$ cat src/rtl/noc_zero_unpad_pkg.sv
// Shared definitions for the zero-unpad stage: FSM states, settings-bus
// addresses and the keep-length width.
package noc_zero_unpad_pkg;

  localparam int KEEP_W = 16;

  localparam logic [7:0] SR_KEEP_ADDR = 8'd129;

  typedef enum logic {
    ST_KEEP = 1'b0,
    ST_DROP = 1'b1
  } state_t;

  // Extract the keep length from a settings word; a zero length makes no
  // sense for a packet, so it is promoted to one sample.
  function automatic logic [KEEP_W-1:0] keepFromSetData(input logic [31:0] data);
    logic [KEEP_W-1:0] len;
    len = data[KEEP_W-1:0];
    return (len == '0) ? KEEP_W'(1) : len;
  endfunction

endpackage

$ cat src/rtl/noc_zero_unpad_if.sv
// AXI-stream style handshake bundle used on both sides of the unpad stage.
interface noc_zero_unpad_if #(
  parameter int WIDTH = 32
);

  logic [WIDTH-1:0] tdata;
  logic             tlast;
  logic             tvalid;
  logic             tready;

  modport master (
    output tdata,
    output tlast,
    output tvalid,
    input  tready
  );

  modport slave (
    input  tdata,
    input  tlast,
    input  tvalid,
    output tready
  );

endinterface

$ cat src/rtl/noc_zero_unpad_nz_count.sv
// Saturating counter of non-zero samples found in the dropped pad region.
// The whole module only exists when ZERO_UNPAD_CHECK_EN is defined.
`ifdef ZERO_UNPAD_CHECK_EN
module zero_unpad_nz_count (
  input  logic        clk,
  input  logic        reset,
  input  logic        i_inc,
  output logic [31:0] o_count
);

  logic [31:0] r_count;

  // Count up on each flagged beat, sticking at all-ones instead of wrapping.
  always_ff @(posedge clk) begin
    if (reset) begin
      r_count <= 32'd0;
    end else if (i_inc && (r_count != 32'hFFFF_FFFF)) begin
      r_count <= r_count + 32'd1;
    end
  end

  assign o_count = r_count;

endmodule
`endif

$ cat src/rtl/noc_zero_unpad.sv
// noc_zero_unpad: forwards only the first keep_len samples of each padded
// packet, re-asserts tlast on the last kept sample and swallows the pad.
// Optional feature macro: ZERO_UNPAD_CHECK_EN (counts non-zero pad words).
module noc_zero_unpad
  import noc_zero_unpad_pkg::*;
#(
  parameter int         WIDTH   = 32,
  parameter logic [7:0] SR_KEEP = SR_KEEP_ADDR,
  parameter int         KEEP_L  = 20
) (
  input  logic         clk,
  input  logic         reset,
  input  logic         set_stb,
  input  logic [7:0]   set_addr,
  input  logic [31:0]  set_data,
  noc_zero_unpad_if.slave  i_axis,
  noc_zero_unpad_if.master o_axis,
  output logic [31:0]  nz_drop_cnt
);

  state_t             r_state;
  logic [KEEP_W-1:0]  r_cnt;
  logic [KEEP_W-1:0]  r_keep_len;
  logic [KEEP_W-1:0]  r_pend;
  logic               r_pend_vld;
  logic [WIDTH-1:0]   r_tdata;
  logic               r_tlast;
  logic               r_tvalid;

  logic               w_ready;
  logic               w_acc;
  logic               w_start;
  logic [KEEP_W-1:0]  w_keep;
  logic               w_cut;

  // While dropping, the pad never reaches the output, so input is always
  // taken; otherwise the single output stage gates the input.
  assign w_ready = ~reset & ((r_state == ST_DROP) | ~r_tvalid | o_axis.tready);
  assign w_acc   = i_axis.tvalid & w_ready;

  // A pending length takes effect at a packet boundary; the first beat of a
  // packet already uses the new length in the same cycle it is applied.
  assign w_start = (r_state == ST_KEEP) && (r_cnt == '0) && r_pend_vld;
  assign w_keep  = w_start ? r_pend : r_keep_len;
  assign w_cut   = (r_cnt == (w_keep - KEEP_W'(1)));

  assign i_axis.tready = w_ready;
  assign o_axis.tdata  = r_tdata;
  assign o_axis.tlast  = r_tlast;
  assign o_axis.tvalid = r_tvalid;

  // Main FSM with the registered output stage: keep beats until the cut
  // point or input tlast, then drop the rest of the padded packet.
  always_ff @(posedge clk) begin
    if (reset) begin
      r_state  <= ST_KEEP;
      r_cnt    <= '0;
      r_tdata  <= '0;
      r_tlast  <= 1'b0;
      r_tvalid <= 1'b0;
    end else begin
      if (r_tvalid && o_axis.tready) begin
        r_tvalid <= 1'b0;
        r_tlast  <= 1'b0;
      end
      case (r_state)
        ST_KEEP: begin
          if (w_acc) begin
            r_tdata  <= i_axis.tdata;
            r_tvalid <= 1'b1;
            r_tlast  <= i_axis.tlast | w_cut;
            if (i_axis.tlast) begin
              r_cnt <= '0;
            end else if (w_cut) begin
              r_cnt   <= '0;
              r_state <= ST_DROP;
            end else begin
              r_cnt <= r_cnt + KEEP_W'(1);
            end
          end
        end
        ST_DROP: begin
          if (w_acc && i_axis.tlast) begin
            r_state <= ST_KEEP;
            r_cnt   <= '0;
          end
        end
        default: begin
          r_state <= ST_KEEP;
          r_cnt   <= '0;
        end
      endcase
    end
  end

  // Keep-length register: settings writes land in a pending slot and are
  // moved into the live length only between packets.
  always_ff @(posedge clk) begin
    if (reset) begin
      r_keep_len <= KEEP_W'(KEEP_L);
      r_pend     <= '0;
      r_pend_vld <= 1'b0;
    end else begin
      if (w_start) begin
        r_keep_len <= r_pend;
        r_pend_vld <= 1'b0;
      end
      if (set_stb && (set_addr == SR_KEEP)) begin
        r_pend     <= keepFromSetData(set_data);
        r_pend_vld <= 1'b1;
      end
    end
  end

`ifdef ZERO_UNPAD_CHECK_EN
  logic w_nz_inc;

  assign w_nz_inc = w_acc && (r_state == ST_DROP) && (i_axis.tdata != '0);

  zero_unpad_nz_count u_nz_count (
    .clk     (clk),
    .reset   (reset),
    .i_inc   (w_nz_inc),
    .o_count (nz_drop_cnt)
  );
`else
  assign nz_drop_cnt = 32'd0;
`endif

endmodule

$ cat src/flat_wrapper.sv
// flat-port wrapper written by rule: the top's interface ports become plain ports
module noc_zero_unpad_flat import noc_zero_unpad_pkg::*;
#(
  parameter int         WIDTH   = 32,
  parameter logic [7:0] SR_KEEP = SR_KEEP_ADDR,
  parameter int         KEEP_L  = 20
)
  (clk, reset, set_stb, set_addr, set_data, nz_drop_cnt, i_axis_tdata, i_axis_tlast, i_axis_tvalid, i_axis_tready, o_axis_tdata, o_axis_tlast, o_axis_tvalid, o_axis_tready);
  noc_zero_unpad_if #(.WIDTH(WIDTH)) i_axis_i ();
  noc_zero_unpad_if #(.WIDTH(WIDTH)) o_axis_i ();
  input  logic clk;
  input  logic reset;
  input  logic set_stb;
  input  logic [7:0] set_addr;
  input  logic [31:0] set_data;
  output logic [31:0] nz_drop_cnt;
  input wire logic [$bits(i_axis_i.tdata)-1:0] i_axis_tdata;
  input wire logic [$bits(i_axis_i.tlast)-1:0] i_axis_tlast;
  input wire logic [$bits(i_axis_i.tvalid)-1:0] i_axis_tvalid;
  output wire logic [$bits(i_axis_i.tready)-1:0] i_axis_tready;
  output wire logic [$bits(o_axis_i.tdata)-1:0] o_axis_tdata;
  output wire logic [$bits(o_axis_i.tlast)-1:0] o_axis_tlast;
  output wire logic [$bits(o_axis_i.tvalid)-1:0] o_axis_tvalid;
  input wire logic [$bits(o_axis_i.tready)-1:0] o_axis_tready;
  assign i_axis_i.tdata = i_axis_tdata;
  assign i_axis_i.tlast = i_axis_tlast;
  assign i_axis_i.tvalid = i_axis_tvalid;
  assign i_axis_tready = i_axis_i.tready;
  assign o_axis_tdata = o_axis_i.tdata;
  assign o_axis_tlast = o_axis_i.tlast;
  assign o_axis_tvalid = o_axis_i.tvalid;
  assign o_axis_i.tready = o_axis_tready;
  noc_zero_unpad #(.WIDTH(WIDTH), .SR_KEEP(SR_KEEP), .KEEP_L(KEEP_L)) u_core (.clk(clk), .reset(reset), .set_stb(set_stb), .set_addr(set_addr), .set_data(set_data), .i_axis(i_axis_i), .o_axis(o_axis_i), .nz_drop_cnt(nz_drop_cnt));
endmodule
$ cat config.mk
export PLATFORM = sky130hd
export DESIGN_NAME = noc_zero_unpad_flat
export DESIGN_NICKNAME = d
export VERILOG_FILES = /design/src/rtl/noc_zero_unpad_pkg.sv /design/src/rtl/noc_zero_unpad_if.sv /design/src/rtl/noc_zero_unpad_nz_count.sv /design/src/rtl/noc_zero_unpad.sv /design/src/flat_wrapper.sv
export SDC_FILE = /design/constraint.sdc
export NUM_CORES = 1
export LEC_CHECK = 0
export ABC_AREA = 1
export CAP_MARGIN = 5
export CELL_PAD_IN_SITES_DETAIL_PLACEMENT = 1
export CELL_PAD_IN_SITES_GLOBAL_PLACEMENT = 2
export CORE_ASPECT_RATIO = 1.1
export CORE_MARGIN = 2
export CORE_UTILIZATION = 29
export CTS_BUF_LIST = sky130_fd_sc_hd__clkbuf_8
export DETAILED_ROUTE_END_ITERATION = 8
export PLACE_DENSITY_LB_ADDON = 0.1
export SYNTH_ARGS = -nofsm -noshare
export SYNTH_HDL_FRONTEND = slang
export SYNTH_SLANG_ARGS = --single-unit
$ cat constraint.sdc
create_clock -name clk -period 9.1 [get_ports clk]
set_clock_uncertainty 0.2 [all_clocks]
set_input_delay 2.275 -clock clk [delete_from_list [all_inputs] [get_ports clk]]
set_output_delay 2.275 -clock clk [all_outputs]
set_load 0.01 [all_outputs]
==> flow_metrics.py <==
metrics = {
    "routing": {
        "avgRoutedWirePerCell_um": 15.4,
        "drt_pass1_iterations": 5,
        "drc": 0,
        "drt.antenna.violating_nets": 0,
        "overall_via_count_from_detail_route": 4631,
        "initial_detailed_routing_violation_count": 150,
        "routed_via_density": 4.74,
        "detail_route.wirelength_um": 15100,
    },
    "cts": {
        "clock_tree_root_driver_cell": "sky130_fd_sc_hd__clkbuf_8",
        "tritoncts": "built",
        "numClockSinks": 84,
        "clk_pin_slew_worst_paths_ns": 0.08,
        "cts_max_level": 3,
        "ctsResizeCount": 0,
        "post_cts_hold_buffer_count": 0,
        "cts_max_path_buffers": 2,
        "clk_latency_ns": 0.38,
        "cts_post_setup_buffers_inserted": 0,
        "tritoncts.num_buffers": 9,
    },
    "run_status": {
        "status": "complete, no violations",
    },
    "sta": {
        "hold_vio_cnt_final": 0,
        "worst-slew-pin-transition_ns": 0.958,
        "min_period_over_period_pct": 66.4,
        "fin_tns_setup_ns": 0,
        "final-setup-viol-count": 0,
        "layout_min_cycle_time_ns": 6.04,
        "finalWorstSetupSlack_ns": 3.06,
        "max-slew-margin-rel_pct": 36.2,
        "rsz0062_at_grt": "false",
        "maxClockFrequency_mhz": 166,
        "fin_worst_hold_slack_ns": 0.269,
        "drv_slew": 0,
    },
    "yosys": {
        "yosysSeqAreaShare_pct": 33.9,
        "yosysWarningCount": 0,
        "post_synth_main_area_contributors": "sky130_fd_sc_hd__dfxtp_1 34%, sky130_fd_sc_hd__nand2_1 12%, sky130_fd_sc_hd__nand3_1 5.9%, sky130_fd_sc_hd__inv_1 5.2%, sky130_fd_sc_hd__buf_4 5.0%",
        "adder_and_majority_gate_portion_of_the_synthesized_area_pct": 0.756,
        "ys_async_sr_fraction_pct": 0,
        "post-synth-top-area-fraction_pct": 33.9,
        "synth_edf_count": 0,
        "post_synth_and_or_nand_nor_area_fraction_pct": 38.3,
        "synth.area.mux_share_pct": 0,
        "synth_seq_cells": 84,
        "post_synth.cell_area_avg_um2": 7.25,
        "synth_largest_area_cell": "sky130_fd_sc_hd__dfxtp_1",
        "postSynth.topFlopCell": "sky130_fd_sc_hd__dfxtp_1",
        "post_synth_instance_area_um2": 4970,
        "synth_compound_gate_area_share_pct": 9.30,
        "yosys.area_share.xor_xnor_pct": 3.70,
        "synth_top_family_by_area": "simple AND/OR/NAND/NOR gates",
        "leading_cell_types_by_count_after_synthesis": "157 x sky130_fd_sc_hd__nand2_1, 84 x sky130_fd_sc_hd__dfxtp_1, 69 x sky130_fd_sc_hd__inv_1",
        "yosysUniqueCellTypes": 38,
        "postSynthCellCount": 685,
        "synth.most_common_cell": "sky130_fd_sc_hd__nand2_1",
    },
    "worst_setup_path": {
        "worst-endpoint-required_ns": 6.63,
        "worstPathCellList": "clkdlybuf4s50_1 > nor2_1 > inv_1 > o21ai_0 > inv_1 > clkdlybuf4s50_1",
        "worstRegToRegCells": 17,
        "arrival_ns": 3.56,
        "path_max_fanout": 2,
        "crit_cells": 6,
        "cp_num_buf_inv": 4,
        "worst_path_largest_cell_delay_ns": 0.55,
        "timing.critical_path.slowest_stage_cell": "sky130_fd_sc_hd__clkdlybuf4s50_1",
        "critical_path.endpoint_type": "output pin",
        "cp-start-kind": "input port",
        "timing.critical_path.max_delay_family": "buffers and inverters",
        "worst-setup-path-type": "in -> out",
    },
    "cells_and_area": {
        "fin_nets": 845,
        "diodes": 0,
        "final.fill_count": 2104,
        "final_layout_size_suffix_gt1_share_pct": 12.1,
        "area_growth_syn_to_layout_pct": 22.9,
    },
    "power": {
        "power.density_nw_per_um2": 121,
        "vdd_ir_drop_max_mv": 0.0549,
        "p_leak_nw": 2.49,
    },
    "global_routing": {
        "antenna_found_initial": 0,
        "groute.layer.met1.usage_pct": 21.4,
        "final_global_route_overflow_total": 0,
        "maximum_number_of_pins_on_one_net_before_global_route_repair": 78,
        "number_of_global_route_vias_before_repair": 4977,
        "grt_util_met2_pct": 30.0,
        "grt_usage_pct": 17.6,
        "groute.layer.met3.usage_pct": 5.62,
        "grt_most_used_layer": "met2",
        "grt_pass1_wl_um": 25400,
    },
    "die": {
        "floorplan.rows": 50,
        "num_io_pins": 145,
        "die_height_um": 141,
        "die_width_um": 129,
        "floorplan.core_area_um2": 16900,
        "floorplan.initialDensity_pct": 29.4,
        "die_outline_area_um2": 18200,
    },
    "placement": {
        "dp_worst_setup_slack_ns": 3.05,
        "gp_congestion": 0.740,
        "detailedPlacementHpwl_um": 11000,
        "buffer_ports.inserted": 96,
    },
    "job": {
        "max-cap-violations": 0,
    },
    "min_path": {
        "timing.hold.worst.class": "reg -> reg",
        "min_path_cells": 2,
    },
}
-- power breakdown --
group	switching, mW	leakage [nW]	internal (mW)
logic	0.0455	1.72	0.0444
registers	0.00431	0.680	0.375
clock network	0.147	0.0945	0.120
-- cell type report --
cell class | instances | area (µm²) | share of cell area [%]
inverter | 73 | 275 | 4.51
clock inverter | 3 | 21.3 | 0.349
tap | 208 | 260 | 4.26
multi-input combinational | 495 | 2710 | 44.3
timing repair buffer | 101 | 993 | 16.3
sequential | 84 | 1680 | 27.6
clock buffer | 12 | 165 | 2.71
-- flip-flops by register name, summed over array words and instances (netlist names) --
name,cells
u_core.r_cnt,16
u_core.r_pend,16
u_core.o_axis.tvalid,1
u_core.r_state,1
u_core.o_axis.tlast,1
u_core.r_keep_len,16
u_core.r_pend_vld,1
u_core.o_axis.tdata,32
-- cell usage in the layout, fill, tap and decap left out, types with 12 or more instances in the layout --
cell type and n:
sky130_fd_sc_hd__inv_1 69, sky130_fd_sc_hd__nor2_1 46, sky130_fd_sc_hd__nand3_1 59, sky130_fd_sc_hd__conb_1 32, sky130_fd_sc_hd__nand4_1 27, sky130_fd_sc_hd__a211oi_1 14, sky130_fd_sc_hd__clkdlybuf4s50_1 95, sky130_fd_sc_hd__nand3_2 14
sky130_fd_sc_hd__xor2_1 20, sky130_fd_sc_hd__a21oi_1 45, sky130_fd_sc_hd__nand2_1 157, sky130_fd_sc_hd__clkbuf_8 12, sky130_fd_sc_hd__nand2_2 16, sky130_fd_sc_hd__dfxtp_1 84
-- path summary, 6_finish.rpt --
kind / startpoint / end / slack [ns]
max reg2reg: u_core.r_state / u_core.r_cnt[3] / 5.17
min: u_core.o_axis.tdata[16] / u_core.o_axis.tdata[16] / 0.27
max: o_axis_tready / i_axis_tready / 3.06
min reg2reg: u_core.o_axis.tdata[16] / u_core.o_axis.tdata[16] / 0.27
-- worst register-to-register path: cells and delay by family, from the launching register on --
family                   cells  cell delay, ns
AO/OA/AOI/OAI                1            0.08
flip-flops                   1            0.33
XOR/XNOR                     1            0.14
AND/OR/NAND/NOR             13            2.20
buffers and inverters        1            0.48
adder cells (fa/ha/maj)      1            0.33
-- cell families after synthesis --
logic type | Yosys count
buffers and inverters | 137
adders and majority gates | 3
DFF | 84
other | 1
xor gates and xnor gates | 21
and+or+nand+nor | 363
AOI/OAI and AO/OA | 76
-- layer usage --
| layer | wire [µm] | up-vias | share of wire, % |
|---|---|---|---|
| met5 | 0 | - | 0 |
| met2 | 7440 | 79 | 49 |
| met3 | 869 | 6 | 5.8 |
| met1 | 6620 | 2229 | 44 |
| met4 | 135 | 0 | 0.90 |
| li1 | - | 2317 | - |
-- through the flow --
step | utilization, % | instance area (µm²) | power (mW) | std cells
2_1_floorplan | - | 5080 | 0.436 | 716
3_3_place_gp | 35.0 | 5920 | 0.477 | 961
3_5_place_dp | 35.0 | 5920 | 0.479 | 961
4_1_cts | 36.1 | 6100 | 0.751 | 976
5_1_grt | 36.1 | 6100 | 0.777 | 976
6_report | 36.1 | 6100 | 0.736 | 976
(Power assumes the default switching activity.)
